File: src/rtl/mem_wb_stage.sv
// MEM/WB pipeline register. It updates on the falling clock edge and counts retired instructions.
// Define MEM_WB_FWD_EN to build the WB->EX forwarding comparators and their ports.
module mem_wb_stage #(
  parameter int DATA_W   = 8,
  parameter int REG_AW   = 4,
  parameter int ZERO_REG = 0
) (
  input  logic              clk,
  input  logic              rst,
  input  logic              stall,
  input  logic              flush,
  input  logic              in_valid,
  input  logic [1:0]        wb_ctrl,
  input  logic [DATA_W-1:0] mem_out,
  input  logic [DATA_W-1:0] alu_result,
  input  logic [REG_AW-1:0] dst_reg,
`ifdef MEM_WB_FWD_EN
  input  logic [REG_AW-1:0] rs1_addr,
  input  logic [REG_AW-1:0] rs2_addr,
  output logic              fwd_a,
  output logic              fwd_b,
`endif
  output logic              out_valid,
  output logic [REG_AW-1:0] dst_reg_o,
  output logic [DATA_W-1:0] alu_o,
  output logic [DATA_W-1:0] mem_out_o,
  output logic              mem_to_reg_o,
  output logic              reg_write_o,
  output logic [DATA_W-1:0] wb_data_o,
  output logic [15:0]       retire_cnt
);

  logic reg_write_r;
  logic dst_ok;

  // A flush clears only the control bits and leaves the data/address registers holding their values.
  // The write bit is gated by in_valid so that junk on idle cycles never reaches the register file.
  always_ff @(negedge clk or posedge rst) begin
    if (rst) begin
      out_valid    <= 1'b0;
      mem_to_reg_o <= 1'b0;
      reg_write_r  <= 1'b0;
      dst_reg_o    <= '0;
      alu_o        <= '0;
      mem_out_o    <= '0;
      retire_cnt   <= '0;
    end else if (flush) begin
      out_valid    <= 1'b0;
      mem_to_reg_o <= 1'b0;
      reg_write_r  <= 1'b0;
    end else if (!stall) begin
      out_valid    <= in_valid;
      mem_to_reg_o <= wb_ctrl[1];
      reg_write_r  <= in_valid & wb_ctrl[0];
      dst_reg_o    <= dst_reg;
      alu_o        <= alu_result;
      mem_out_o    <= mem_out;
      if (in_valid)
        retire_cnt <= retire_cnt + 16'd1;
    end
  end

  assign dst_ok      = (ZERO_REG == 0) || (dst_reg_o != '0);
  assign reg_write_o = reg_write_r & out_valid & dst_ok;
  assign wb_data_o   = mem_to_reg_o ? mem_out_o : alu_o;

`ifdef MEM_WB_FWD_EN
  assign fwd_a = reg_write_o & (dst_reg_o == rs1_addr);
  assign fwd_b = reg_write_o & (dst_reg_o == rs2_addr);
`endif

endmodule

File: config.mk
export PLATFORM = sky130hd
export DESIGN_NAME = mem_wb_stage
export DESIGN_NICKNAME = d
export VERILOG_FILES = /design/src/rtl/mem_wb_stage.sv
export SDC_FILE = /design/constraint.sdc
export NUM_CORES = 1
export LEC_CHECK = 0
export ABC_CLOCK_PERIOD_IN_PS = 2300
export CAP_MARGIN = 0
export CORE_MARGIN = 3
export CORE_UTILIZATION = 42
export CTS_CLUSTER_SIZE = 25
export DETAILED_ROUTE_END_ITERATION = 10
export GPL_TIMING_DRIVEN = 0
export PLACE_DENSITY = 0.77
export SETUP_SLACK_MARGIN = 0.3
export SYNTH_ARGS = -nofsm -noshare
export SYNTH_HDL_FRONTEND = slang
export SYNTH_SLANG_ARGS = --single-unit
File: constraint.sdc
create_clock -name clk -period 2.3 [get_ports clk]
set_clock_uncertainty 0.2 [all_clocks]
set_input_delay 0.46 -clock clk [delete_from_list [all_inputs] [get_ports clk]]
set_output_delay 0.46 -clock clk [all_outputs]
set_load 0.1 [all_outputs]
==> tab_implementation.tex, run 1 <==
\begin{tabular}{lr}
\hline
Metric & Value \\
\hline
\multicolumn{2}{l}{\textbf{Run status}} \\
\quad Status & stopped before the end \\
\quad Stage at which the run stopped & 5\_1\_grt \\
\quad Error that halted the flow & [ERROR DPL-0038] Utilization greater than 100\%, impossible to legalize \\
\multicolumn{2}{l}{\textbf{Logic synthesis}} \\
\quad Share of synthesized area occupied by flip-flops and latches & between 50 and 60\% \\
\quad Syn. warnings & 0 \\
\quad Synthesized net count & around 150 \\
\quad Combined area of all synthesized cells & around 0.0017 mm\^{}2 \\
\quad Share of async-settable or async-resettable flops after synthesis & 100\% \\
\quad Number of enable flip-flop cells after synthesis & 0 \\
\quad Number of standard cells after synthesis & between 100 and 150 \\
\quad Count of distinct cell types in the synthesized netlist & 26 \\
\quad Mean Syn Cell Area & between 10 and 15 um\^{}2 \\
\quad Number of register bits inferred by synthesis & 39 \\
\quad Leading register cell type out of synthesis & sky130\_fd\_sc\_hd\_\_dfrtn\_1 \\
\multicolumn{2}{l}{\textbf{STA}} \\
\quad Worst setup endpoint after the global-route repair\_timing & wb\_data\_o[7] \\
\quad Type of pin the worst path ends at & output port \\
\multicolumn{2}{l}{\textbf{Clocking}} \\
\quad Total CTS buffers & 5 \\
\quad Root Buffer & sky130\_fd\_sc\_hd\_\_clkbuf\_8 \\
\quad Number of levels the H-tree was split into & 2 \\
\quad CTS sink count & 39 \\
\quad Buffers from clock root to sink, at most & 2 \\
\quad Cts-stage hold buffer count & 0 \\
\multicolumn{2}{l}{\textbf{Place}} \\
\quad Worst setup slack before clock tree synthesis & -1.42 ns \\
\quad Final Wtd Congestion & 0.718 \\
\quad Number of port buffers & 73 \\
\quad Post-detailed-placement half-perimeter wirelength & 3110 um \\
\multicolumn{2}{l}{\textbf{Floorplan}} \\
\quad Die Y-Extent & a little under 70 um \\
\quad Num rows & 22 \\
\quad Chip Width & 69.6 um \\
\quad Number of I/O pins & 74 \\
\quad Initial core utilization & a little under half \\
\multicolumn{2}{l}{\textbf{Global route}} \\
\quad Pin count of the biggest net entering global routing & 20 \\
\hline
\end{tabular}
-- repair_timing --
action,4_1_cts
buffers inserted,30
resized for setup,465
gates cloned,5
endpoints found under the setup margin,125
pin swaps,17
-- cell usage after synthesis (all sizes together) (2+ instances only) --
cell    n  area (um^2)
and2    3         20.0
and3    3         20.0
buf     2         10.0
dfrtn  39          976
inv     2         7.51
mux2   29          327
nand2   6         22.5
nand3   3         15.0
nand4   3         33.8
nor2    9         33.8
xnor2   8         70.1
xor2    7         61.3
-- stage by stage --
step	instances	area [um^2]	setup TNS (ns)	hold slack (ns)	util (%)
after floorplan	125	1880	-42.20	0.268	-
after global placement	246	2670	-107.71	0.216	70.9
after detailed placement	246	2670	-109.91	0.225	70.9
after CTS	289	3600	-36.08	0.299	95.4
-- logic make-up after synthesis --
family	share of synthesized area, %
compound gates	0.736
xor+xnor	7.73
fa+ha+maj	0.736
buf+inv	1.25
flops	57.4
mux	19.8
simple gates	12.4
==> run 2: changes to the inputs <==
Settings changed: CORE_UTILIZATION 42 to 40, CTS_CLUSTER_SIZE 25 to default, PLACE_DENSITY 0.77 to default, PLACE_DENSITY_LB_ADDON from default to 0.15, SETUP_SLACK_MARGIN 0.3 to default.
==> run 2 against run 1 <==
Net effect:
- the flow now finishes, with violations (setup timing)
- synthesized cell count unchanged
- area after synthesis unchanged
==> tab_implementation.tex, run 2 <==
\begin{tabular}{lr}
\hline
Metric & Value \\
\hline
\multicolumn{2}{l}{\textbf{Route}} \\
\quad Wire length on met3 & $\sim$300 um \\
\quad Top layer in use & met4 \\
\quad Average routed wire per standard cell & roughly 21 um \\
\quad Antenna Violating Nets Remaining & 0 \\
\quad Overall via count from detail\_route & between 1500 and 2000 \\
\quad WL met1 & about 2300 um \\
\quad Initial detailed-routing violation count & 76 \\
\quad Met2 wirelength from detailed routing & 3490 um \\
\quad Drt first pass iters & 4 \\
\quad Number of remaining DRC errors & 0 \\
\quad Via-per-instance ratio & a little over 5 \\
\quad Routed wire length & 6290 um \\
\multicolumn{2}{l}{\textbf{Clocking}} \\
\quad Buffers from clock root to sink, at most & 2 \\
\quad Register clock-pin slew on the reported worst setup and hold paths & around 0.05 ns \\
\quad Total CTS buffers & 5 \\
\quad CTS sink count & 39 \\
\quad Clock tree from TritonCTS & done \\
\quad Number of levels the H-tree was split into & 2 \\
\quad Root Buffer & sky130\_fd\_sc\_hd\_\_clkbuf\_8 \\
\quad Clock latency at the later pin of the worst-skew pair & around 0.29 ns \\
\multicolumn{2}{l}{\textbf{Logic synthesis}} \\
\quad Portion of synthesized cell area occupied by the leading cell type & approximately 57\% \\
\quad Largest cells by area after synthesis & sky130\_fd\_sc\_hd\_\_dfrtn\_1, sky130\_fd\_sc\_hd\_\_mux2\_2, sky130\_fd\_sc\_hd\_\_xnor2\_1 \\
\quad Combined area of all synthesized cells & about 0.0017 mm\^{}2 \\
\quad Most frequent cell after synthesis & sky130\_fd\_sc\_hd\_\_dfrtn\_1 \\
\quad Largest area contributor in the synthesized netlist & sky130\_fd\_sc\_hd\_\_dfrtn\_1 \\
\quad Number of standard cells after synthesis & 125 \\
\quad Count of distinct cell types in the synthesized netlist & 26 \\
\quad Share of async-settable or async-resettable flops after synthesis & 100\% \\
\quad Number of register bits inferred by synthesis & 39 \\
\quad Synthesized net count & roughly 150 \\
\quad Number of enable flip-flop cells after synthesis & 0 \\
\quad Top cells by instance count after synthesis & sky130\_fd\_sc\_hd\_\_dfrtn\_1, sky130\_fd\_sc\_hd\_\_mux2\_2, sky130\_fd\_sc\_hd\_\_nor2\_1 \\
\quad Mean Syn Cell Area & 13.6 um\^{}2 \\
\quad Share of synthesized area occupied by flip-flops and latches & 57.4\% \\
\quad Syn. warnings & 0 \\
\quad Leading register cell type out of synthesis & sky130\_fd\_sc\_hd\_\_dfrtn\_1 \\
\multicolumn{2}{l}{\textbf{STA}} \\
\quad Headroom to the max-slew limit & between 70\% and 80\% \\
\quad Final worst setup slack & -0.931 ns \\
\quad RSZ-0062 raised after global routing & true \\
\quad Aggregate negative setup slack & -38.50 ns \\
\quad Max-slew violations & 0 \\
\quad Slew at the pin closest to its max-slew limit & approximately 0.44 ns \\
\quad Final-report setup violation count & 83 \\
\quad Hold violation count in the final report & 0 \\
\multicolumn{2}{l}{\textbf{Final layout}} \\
\quad Share of layout cells above drive strength 1 & approximately 63\% \\
\quad Largest registers & retire\_cnt: 16 flops, alu\_o: 8 flops, mem\_out\_o: 8 flops \\
\quad Top library cells by usage in the layout, fill and taps aside & sky130\_fd\_sc\_hd\_\_buf\_12, sky130\_fd\_sc\_hd\_\_dfrtn\_1, sky130\_fd\_sc\_hd\_\_buf\_4 \\
\quad Layout net count & 277 \\
\quad Area Growth Syn to Fin & 118\% \\
\quad Reg with most FFs & retire\_cnt \\
\quad Antenna cells & 0 \\
\quad Fill cell count & roughly 130 \\
\quad Most frequent standard cell in the layout excluding fill and tap cells & sky130\_fd\_sc\_hd\_\_buf\_12 \\
\quad Total area of multi-input combinational cells & roughly 930 um\^{}2 \\
\quad Footprint of the flip-flops and latches & 976 um\^{}2 \\
\quad Layout Cells excl Fill & 300 \\
\quad Flip-flop count of the largest register, all copies and words added & 16 \\
\multicolumn{2}{l}{\textbf{Setup path}} \\
\quad Startpoint-to-endpoint class of the critical path & flip-flop to output pin \\
\quad Worst r2r src & retire\_cnt[8] \\
\quad Reg2reg path depth & 6 \\
\quad Endpoint of the most critical register-to-register path & retire\_cnt[14] \\
\quad Reg2reg setup slack & about 0.26 ns \\
\quad Arrival time of the worst setup path & between 2 and 3 ns \\
\quad Startpoint Class & flip-flop \\
\quad Critical Path End Type & output pin \\
\quad Biggest fanout along the worst timing path & 9 \\
\quad Endpoint required time on the critical path & between 1.5 and 2 ns \\
\multicolumn{2}{l}{\textbf{Place}} \\
\quad Post-detailed-placement half-perimeter wirelength & between 2000 and 3000 um \\
\quad Worst setup slack before clock tree synthesis & -1.41 ns \\
\quad Number of placed instances, taps included & around 250 \\
\quad Number of port buffers & 73 \\
\quad Final Wtd Congestion & 0.715 \\
\multicolumn{2}{l}{\textbf{Floorplan}} \\
\quad Core Box Area & around 0.0041 mm\^{}2 \\
\quad Initial core utilization & 41.9\% \\
\quad Total die area & 0.00507 mm\^{}2 \\
\quad Chip Width & between 70 and 80 um \\
\quad Number of I/O pins & 74 \\
\quad Num rows & 23 \\
\quad Die Y-Extent & between 70 and 80 um \\
\multicolumn{2}{l}{\textbf{Power and ir drop}} \\
\quad Final total power & between 3 and 4 mW \\
\quad Worst-case vdd ir drop & 888 uV \\
\quad Power Density & slightly below 900 mW/mm\^{}2 \\
\quad Static power due to leakage & about 1.8 nW \\
\multicolumn{2}{l}{\textbf{Global route}} \\
\quad Initial antenna violation count & 0 \\
\quad Vias in the first global route & around 1600 \\
\quad Global-route wire length before repair & $\sim$8900 um \\
\quad Gr ovfl total & 0 \\
\quad Pin count of the biggest net entering global routing & 21 \\
\quad Total Routing Usage GR & a little under a quarter \\
\multicolumn{2}{l}{\textbf{Run status}} \\
\quad Failing checks & setup timing \\
\quad Status & finished, violations left \\
\multicolumn{2}{l}{\textbf{Min path}} \\
\quad Cell count of the worst hold path & 1 \\
\quad Hold Crit Start & dst\_reg\_o[1] \\
\quad Endpoint with the worst hold slack & dst\_reg\_o[1] \\
\quad Class of the most critical hold timing path & flip-flop to flip-flop \\
\multicolumn{2}{l}{\textbf{Job}} \\
\quad Max-cap check violation count & 0 \\
\hline
\end{tabular}
[run 2: cell counts after synthesis]
No cell type changed its count.
[run 2: how the worst max path moves through the flow]
stage / slack (ns) / start / to / cells past startpoint
after floorplan: -1.27 / mem_to_reg_o / wb_data_o[0] / 2
after global placement: -1.41 / mem_to_reg_o / wb_data_o[2] / 3
after detailed placement: -1.41 / mem_to_reg_o / wb_data_o[2] / 3
after CTS: -0.92 / mem_to_reg_o / wb_data_o[4] / 3
after global routing: -0.97 / mem_to_reg_o / wb_data_o[4] / 3
final: -0.93 / mem_to_reg_o / wb_data_o[4] / 3
[run 2: area by class of cell]
cell class	count	area share [%]
Timing Repair Buffer	117	43.1
Sequential cell	39	26.4
Multi-Input combinational cell	81	25.2
Clock buffer	7	2.06
Tap cell	50	1.69
Buffer	2	0.947
Inverter	2	0.304
Timing Repair inverter	1	0.203
Clock inverter	1	0.135
[run 2: cells by family (layout without fill, tap and decap cells)]
logic type	count (synthesis)	after routing	share of synthesized area [%]
multiplexers	30	30	19.8
adder cells (fa/ha/maj)	1	1	0.736
AO/OA/AOI/OAI	2	2	0.736
XOR/XNOR	15	15	7.73
flip-flops	39	39	57.4
buffers and inverters	5	130	1.25
AND/OR/NAND/NOR	33	33	12.4
[run 2: through the flow]
stage / hold WS, ns / util, % / instance area [um^2]
after floorplan: 0.268 / - / 1880
after global placement: 0.219 / 66.0 / 2680
after detailed placement: 0.222 / 66.0 / 2680
after CTS: 0.297 / 87.5 / 3550
after global routing: 0.330 / 91.2 / 3700
final: 0.321 / 91.2 / 3700
[run 2: critical path: stages (launching register included)]
cell,delay [ns]
sky130_fd_sc_hd__dfrtn_1,0.44
sky130_fd_sc_hd__buf_8,0.17
sky130_fd_sc_hd__mux2_4,0.34
sky130_fd_sc_hd__buf_12,0.17
[run 2: power breakdown]
group	switching (mW)	internal [mW]
clock	0.236	0.213
sequential	0.131	0.790
combinational	1.16	0.770
total	1.53	1.77
[run 2: what timing repair did]
item,CTS,global route
buffers inserted,25,20
cloned,3,0
hold buffers,0,0
pin swaps,10,14
gates resized for setup,461,19
endpoints found under the setup margin,125,85
[run 2: per-layer routing]
layer	vias up	GRT usage (%)
li1	674	-
met3	18	6.39
met1	763	26.5
met2	63	42.4
met5	-	0
met4	0	6.26
Note: power is estimated with default switching activity, not from simulation.
